$ cat src/rtl/imem_loader_if.sv
// Byte-stream input and instruction-memory write port of the boot loader.
// The loader takes the slave view; the stream source/memory side takes master.
interface imem_loader_if;
    logic        in_valid;
    logic [7:0]  in_data;
    logic        in_ready;
    logic        mem_we;
    logic [31:0] mem_addr;
    logic [31:0] mem_wdata;

    modport master (
        output in_valid,
        output in_data,
        input  in_ready,
        input  mem_we,
        input  mem_addr,
        input  mem_wdata
    );

    modport slave (
        input  in_valid,
        input  in_data,
        output in_ready,
        output mem_we,
        output mem_addr,
        output mem_wdata
    );
endinterface

$ cat src/rtl/imem_loader.sv
// Instruction-memory boot loader: parses MAGIC / count / payload / checksum from a
// byte stream, writes words into instruction memory and releases the core on success.
module imem_loader #(
    parameter int unsigned WORDS = 4096,
    parameter logic [31:0] MAGIC = 32'h50434F31
) (
    input  logic         clk,
    input  logic         rst_n,
    input  logic         restart,
    imem_loader_if.slave bus,
    output logic         cpu_rst_n,
    output logic         busy,
    output logic         done,
    output logic         error
);

    // Wide enough to hold WORDS itself, so the word count never wraps.
    localparam int unsigned IdxW = $clog2(WORDS + 1);

    typedef enum logic [2:0] {
        StMagic,
        StLen,
        StData,
        StCsum,
        StDone,
        StErr
    } state_e;

    state_e          state_q, state_d;
    logic [1:0]      hdr_cnt_q, hdr_cnt_d;
    logic [1:0]      byte_cnt_q, byte_cnt_d;
    logic [31:0]     asm_q, asm_d;
    logic [IdxW-1:0] idx_q, idx_d;
    logic [IdxW-1:0] count_q, count_d;
    logic [7:0]      csum_q, csum_d;
    logic            mem_we_q, mem_we_d;
    logic [31:0]     mem_addr_q, mem_addr_d;
    logic [31:0]     mem_wdata_q, mem_wdata_d;

    logic            xfer;
    logic [31:0]     asm_next;
    logic [7:0]      magic_byte;
    logic [7:0]      csum_final;
    logic [IdxW-1:0] idx_inc;

    always_comb begin
        unique case (hdr_cnt_q)
            2'd0:    magic_byte = MAGIC[7:0];
            2'd1:    magic_byte = MAGIC[15:8];
            2'd2:    magic_byte = MAGIC[23:16];
            default: magic_byte = MAGIC[31:24];
        endcase
    end

    always_comb begin
        bus.in_ready = (state_q == StMagic) || (state_q == StLen) ||
                       (state_q == StData)  || (state_q == StCsum);
        busy         = (state_q == StLen) || (state_q == StData) || (state_q == StCsum);
        done         = (state_q == StDone);
        error        = (state_q == StErr);
        cpu_rst_n    = (state_q == StDone);
    end

    assign bus.mem_we    = mem_we_q;
    assign bus.mem_addr  = mem_addr_q;
    assign bus.mem_wdata = mem_wdata_q;

    assign xfer       = bus.in_valid && bus.in_ready;
    // Little-endian assembly: each new byte enters at the top and slides down.
    assign asm_next   = {bus.in_data, asm_q[31:8]};
    assign csum_final = csum_q + bus.in_data;
    assign idx_inc    = idx_q + {{(IdxW-1){1'b0}}, 1'b1};

    always_comb begin
        state_d     = state_q;
        hdr_cnt_d   = hdr_cnt_q;
        byte_cnt_d  = byte_cnt_q;
        asm_d       = asm_q;
        idx_d       = idx_q;
        count_d     = count_q;
        csum_d      = csum_q;
        mem_we_d    = 1'b0;
        mem_addr_d  = mem_addr_q;
        mem_wdata_d = mem_wdata_q;

        if (restart) begin
            // Any byte offered in this cycle is dropped; memory is left as is.
            state_d    = StMagic;
            hdr_cnt_d  = '0;
            byte_cnt_d = '0;
            asm_d      = '0;
            idx_d      = '0;
            count_d    = '0;
            csum_d     = '0;
        end else if (xfer) begin
            unique case (state_q)
                StMagic: begin
                    if (bus.in_data == magic_byte) begin
                        if (hdr_cnt_q == 2'd3) begin
                            state_d   = StLen;
                            hdr_cnt_d = '0;
                        end else begin
                            hdr_cnt_d = hdr_cnt_q + 2'd1;
                        end
                    end else begin
                        // A failed match may itself be the start of a new header.
                        hdr_cnt_d = (bus.in_data == MAGIC[7:0]) ? 2'd1 : 2'd0;
                    end
                end
                StLen: begin
                    asm_d      = asm_next;
                    byte_cnt_d = byte_cnt_q + 2'd1;
                    if (byte_cnt_q == 2'd3) begin
                        if (asm_next == 32'd0) begin
                            state_d = StCsum;
                        end else if (asm_next > WORDS) begin
                            state_d = StErr;
                        end else begin
                            state_d = StData;
                            count_d = asm_next[IdxW-1:0];
                            idx_d   = '0;
                        end
                    end
                end
                StData: begin
                    asm_d      = asm_next;
                    byte_cnt_d = byte_cnt_q + 2'd1;
                    csum_d     = csum_final;
                    if (byte_cnt_q == 2'd3) begin
                        mem_we_d    = 1'b1;
                        mem_addr_d  = {{(30-IdxW){1'b0}}, idx_q, 2'b00};
                        mem_wdata_d = asm_next;
                        idx_d       = idx_inc;
                        if (idx_inc == count_q) begin
                            state_d = StCsum;
                        end
                    end
                end
                StCsum: begin
                    state_d = (csum_final == 8'd0) ? StDone : StErr;
                end
                default: ;
            endcase
        end
    end

    always_ff @(posedge clk or negedge rst_n) begin
        if (!rst_n) begin
            state_q     <= StMagic;
            hdr_cnt_q   <= '0;
            byte_cnt_q  <= '0;
            asm_q       <= '0;
            idx_q       <= '0;
            count_q     <= '0;
            csum_q      <= '0;
            mem_we_q    <= 1'b0;
            mem_addr_q  <= '0;
            mem_wdata_q <= '0;
        end else begin
            state_q     <= state_d;
            hdr_cnt_q   <= hdr_cnt_d;
            byte_cnt_q  <= byte_cnt_d;
            asm_q       <= asm_d;
            idx_q       <= idx_d;
            count_q     <= count_d;
            csum_q      <= csum_d;
            mem_we_q    <= mem_we_d;
            mem_addr_q  <= mem_addr_d;
            mem_wdata_q <= mem_wdata_d;
        end
    end

`ifndef SYNTHESIS
    addr_aligned_a: assert property (@(posedge clk) disable iff (!rst_n)
        bus.mem_addr[1:0] == 2'b00);
    we_single_cycle_a: assert property (@(posedge clk) disable iff (!rst_n)
        bus.mem_we |=> !bus.mem_we);
`endif

endmodule

$ cat src/flat_wrapper.sv
// flat-port wrapper written by rule: the top's interface ports become plain ports
module imem_loader_flat 
#(
    parameter int unsigned WORDS = 4096,
    parameter logic [31:0] MAGIC = 32'h50434F31
)
  (clk, rst_n, restart, cpu_rst_n, busy, done, error, bus_in_valid, bus_in_data, bus_in_ready, bus_mem_we, bus_mem_addr, bus_mem_wdata);
  imem_loader_if bus_i ();
  input  logic clk;
  input  logic rst_n;
  input  logic restart;
  output logic cpu_rst_n;
  output logic busy;
  output logic done;
  output logic error;
  input wire logic [$bits(bus_i.in_valid)-1:0] bus_in_valid;
  input wire logic [$bits(bus_i.in_data)-1:0] bus_in_data;
  output wire logic [$bits(bus_i.in_ready)-1:0] bus_in_ready;
  output wire logic [$bits(bus_i.mem_we)-1:0] bus_mem_we;
  output wire logic [$bits(bus_i.mem_addr)-1:0] bus_mem_addr;
  output wire logic [$bits(bus_i.mem_wdata)-1:0] bus_mem_wdata;
  assign bus_i.in_valid = bus_in_valid;
  assign bus_i.in_data = bus_in_data;
  assign bus_in_ready = bus_i.in_ready;
  assign bus_mem_we = bus_i.mem_we;
  assign bus_mem_addr = bus_i.mem_addr;
  assign bus_mem_wdata = bus_i.mem_wdata;
  imem_loader #(.WORDS(WORDS), .MAGIC(MAGIC)) u_core (.clk(clk), .rst_n(rst_n), .restart(restart), .bus(bus_i), .cpu_rst_n(cpu_rst_n), .busy(busy), .done(done), .error(error));
endmodule
$ cat config.mk
export PLATFORM = sky130hd
export DESIGN_NAME = imem_loader_flat
export DESIGN_NICKNAME = d
export VERILOG_FILES = /design/src/rtl/imem_loader_if.sv /design/src/rtl/imem_loader.sv /design/src/flat_wrapper.sv
export SDC_FILE = /design/constraint.sdc
export NUM_CORES = 1
export LEC_CHECK = 0
export CORE_ASPECT_RATIO = 0.6
export CORE_MARGIN = 2
export CORE_UTILIZATION = 40
export CTS_CLUSTER_DIAMETER = 50
export CTS_CLUSTER_SIZE = 28
export DETAILED_ROUTE_END_ITERATION = 8
export DONT_BUFFER_PORTS = 1
export GPL_TIMING_DRIVEN = 0
export PLACE_DENSITY = 0.63
export SETUP_SLACK_MARGIN = 0.3
export SYNTH_ARGS = -nofsm -noshare
export SYNTH_HDL_FRONTEND = slang
export SYNTH_SLANG_ARGS = --single-unit
$ cat constraint.sdc
create_clock -name clk -period 7.5 [get_ports clk]
set_clock_uncertainty 0.2 [all_clocks]
set_input_delay 1.875 -clock clk [delete_from_list [all_inputs] [get_ports clk]]
set_output_delay 1.875 -clock clk [all_outputs]
set_load 0.01 [all_outputs]
==> summary.md <==
| Metric | Value |
|---|---|
| Status | `complete, no violations` |
| Clock Path Buffers | `2` |
| GRT Residual Overflow | `0` |
| Worst setup EP type | `register` |
| Final worst slack | `3.26 ns` |
| DR pass1 iterations | `5` |
| Clk_lat worst skew | `0.36 ns` |
| Port Buffer Count | `0` |
| Top FF cell, synth | `dfrtp_1` |
| Routed wire length | `14.1 mm` |
| Inserted Diodes | `0` |
| Critical path class | `in2reg` |
| Die ar. | `15100 um^2` |
| Syn_area_per_cell | `9.59 um^2` |
| Yosys top cell area share | `49.3%` |
| CP Cell Sequence | `clkbuf_1 > nor2_1 > and2_1 > buf_2 > nand3_1 > clkinv_1 > clkbuf_1 > nand2_1 > nand2_1` |
| Ports | `82` |
| Max-Cap Viols | `0` |
| Sequential area share after synthesis | `49.3%` |
| Share of post-route cells with drive strength above 1 | `11.1%` |
| Critical-path top delay cell | `clkinv_1` |
| Final Hold Vio Count | `0` |
| Worst Path Buf+Inv | `4` |
| CTS root buf | `clkbuf_16` |
| H-Tree Depth | `3` |
| Worst path arrival time | `4.27 ns` |
| Crit-path max cell delay | `0.50 ns` |
| Hold_buf cts | `0` |
| First-pass GRT wire length | `22.5 mm` |
| Initial antenna violation count | `0` |
| EDFF count, synth | `0` |
| Max Fclk | `0.236 GHz` |
| Final setup viols | `0` |
| Total power | `1.19 mW` |
| Total GRT Usage | `19.6%` |
| Least-Margin Pin Slew | `0.747 ns` |
| Comb pwr share | `5.6%` |
| Crit path launch type | `input port` |
| Mapped cell area | `5630 um^2` |
| Required @ worst endpoint | `7.54 ns` |
| Minimum clock period | `4.24 ns` |
| Clock share of power | `42.9%` |
| CP Launch Point | `restart` |
| Row cnt | `33` |
| Worst hold path type | `reg2reg` |
| Final Util | `45.6%` |
| Placement Setup Slack | `3.00 ns` |
| Nets | `642` |
| Vias in the first global route | `4051` |
| CTS tree | `done` |
| Post-synthesis cell type count | `66` |
| Starting density of the core | `41.1%` |
| Fillers | `1343` |
| Yosys Warn Count | `0` |
| Cell internal pwr | `0.900 mW` |
| RSZ-0062 raised after global routing | `no` |
| Drt wl/cell | `17.3 um` |
| Area grow syn2layout | `11.1%` |
| 1st-iter DRT viols | `358` |
| Inserted Clock Buffers | `9` |
| FFs w/ async S/R, synth | `100%` |
| Min-Delay Startpoint | `u_core.csum_q[0]` |
| Via-per-instance ratio | `5.21` |
| Post-CTS setup repair buffer count | `0` |
| #FFs+latches synth | `111` |
| CP Max Fanout | `10` |
| PostCTS Resize Cnt | `0` |
| Slew HR | `50.2%` |
| Clock-pin slew on the worst setup and hold paths | `0.08 ns` |
| Die Span X | `157 um` |
| Mapped Cells | `587` |
| Post-route ant nets | `0` |
| Worst r2r src | `u_core.state_q[0]` |
| Peak supply drop | `0.000114 V` |
| Leak pwr | `3.21 nW` |
| Final Max Tran Viols | `0` |
| DRC violations left | `0` |
| Psw | `0.288 mW` |
| Largest cells by area after synthesis | `dfrtp_1 (49%), nand2_1 (10%), a22o_1 (4.5%), mux2i_1 (3.6%), ha_1 (2.9%)` |
| Routed vias | `4232` |
| Largest net degree at the start of global routing | `112` |
| Final Cycle Share | `56.5%` |
| Die H | `95.9 um` |
| Final setup TNS | `0 ns` |
| Delay-heaviest family, CP | `buffers and inverters` |
| Clock Sinks | `111` |
| Sequential power share | `51.5%` |
| PD cells | `190 nW/um^2` |
| Synth area leader | `dfrtp_1` |
| Core ar. | `13700 um^2` |
| GP Congestion | `0.837` |
| Placed wire-length estimate after detailed placement | `10.1 mm` |
| Sw Share | `24.3%` |
==> per-stage QoR <==
| stage | cells | cell area (um^2) | hold slack (ns) |
|---|---|---|---|
| after CTS | 813 | 6260 | 0.319 |
| after detailed placement | 797 | 5940 | 0.299 |
| after floorplan | 605 | 5700 | 0.277 |
| after global routing | 813 | 6260 | 0.325 |
| after global placement | 797 | 5940 | 0.294 |
| final | 813 | 6260 | 0.322 |
==> final cells by class <==
type	count	area (um^2)	share of cell area (%)
multi-input combinational	431	2570	41.1
clock buffer	9	225	3.60
clock inverter	7	91.3	1.46
inverter	10	37.5	0.600
sequential	111	2780	44.4
buffer	53	315	5.04
tap	192	240	3.84
==> flip-flops by register name, summed over array words and instances, names as in the netlist <==
signal,flops
u_core.bus.mem_addr,13
u_core.csum_q,8
u_core.byte_cnt_q,2
u_core.count_q,13
u_core.state_q,3
u_core.hdr_cnt_q,2
u_core.bus.mem_wdata,32
u_core.idx_q,13
u_core.asm_q,24
u_core.bus.mem_we,1
==> metal layers <==
layer  global-route usage (%)  vias up  routed length, um
li1                         -     2010                  -
met1                     29.8     2101               7170
met2                     28.3      110               5980
met3                     5.09       11                817
met4                     3.56        0                115
met5                        0        -                  0
==> synth_stat cells (3+ instances only) <==
library cell / number
a22o_1: 29
ha_1: 13
nor4_1: 7
a31oi_1: 3
nor2_1: 42
nor3_1: 5
mux2i_1: 20
o31ai_1: 7
nand2_1: 150
clkbuf_1: 17
a21oi_1: 11
nand3_1: 11
xor2_1: 11
o21ai_1: 10
dfrtp_1: 111
xnor2_1: 14
buf_2: 11
inv_1: 9
o21ai_0: 14
buf_4: 21
and2_1: 7
nand4b_1: 3
buf_6: 3
nand4_1: 3
==> layout by cell type (no fill, tap or decap), types with 13 or more instances in the layout <==
| master | synthesis | layout |
|---|---|---|
| conb_1 | 1 | 19 |
| a22o_1 | 29 | 29 |
| nand2_1 | 150 | 150 |
| xnor2_1 | 14 | 14 |
| clkbuf_1 | 17 | 17 |
| o21ai_0 | 14 | 14 |
| nor2_1 | 42 | 42 |
| dfrtp_1 | 111 | 111 |
| buf_4 | 21 | 21 |
| mux2i_1 | 20 | 20 |
| ha_1 | 13 | 13 |
==> logic make-up (layout without fill, tap and decap cells) <==
family / after synthesis / in the layout / synth area share [%]
flip-flops: 111 / 111 / 49.3
XOR/XNOR: 26 / 26 / 4.18
multiplexers: 21 / 21 / 3.82
AO/OA/AOI/OAI: 97 / 97 / 12.3
other: 1 / 19 / 0.0666
buffers and inverters: 63 / 79 / 6.26
AND/OR/NAND/NOR: 253 / 253 / 20.6
adder cells (fa/ha/maj): 15 / 15 / 3.42
==> path summary, 6_finish.rpt <==
check | depth (start not counted) | endpoint | slack, ns
worst max-delay path | 9 | u_core.bus.mem_wdata[27] | 3.26
worst min-delay path | 1 | u_core.csum_q[0] | 0.32
worst max register to register | 9 | u_core.bus.mem_wdata[27] | 4.41
worst min register to register | 1 | u_core.csum_q[0] | 0.32
max in group asynchronous | 0 | u_core.state_q[1] | 5.84
min in group asynchronous | 0 | u_core.idx_q[0] | 1.01
==> power groups by stage <==
stage	clock, mW	combinational [mW]	sequential, mW
after floorplan	0	0.0556	0.621
after global placement	0	0.0645	0.623
after detailed placement	0	0.0664	0.623
after CTS	0.519	0.0665	0.612
after global routing	0.540	0.0741	0.612
final	0.509	0.0668	0.612
Power figures use the tool's default switching activity.
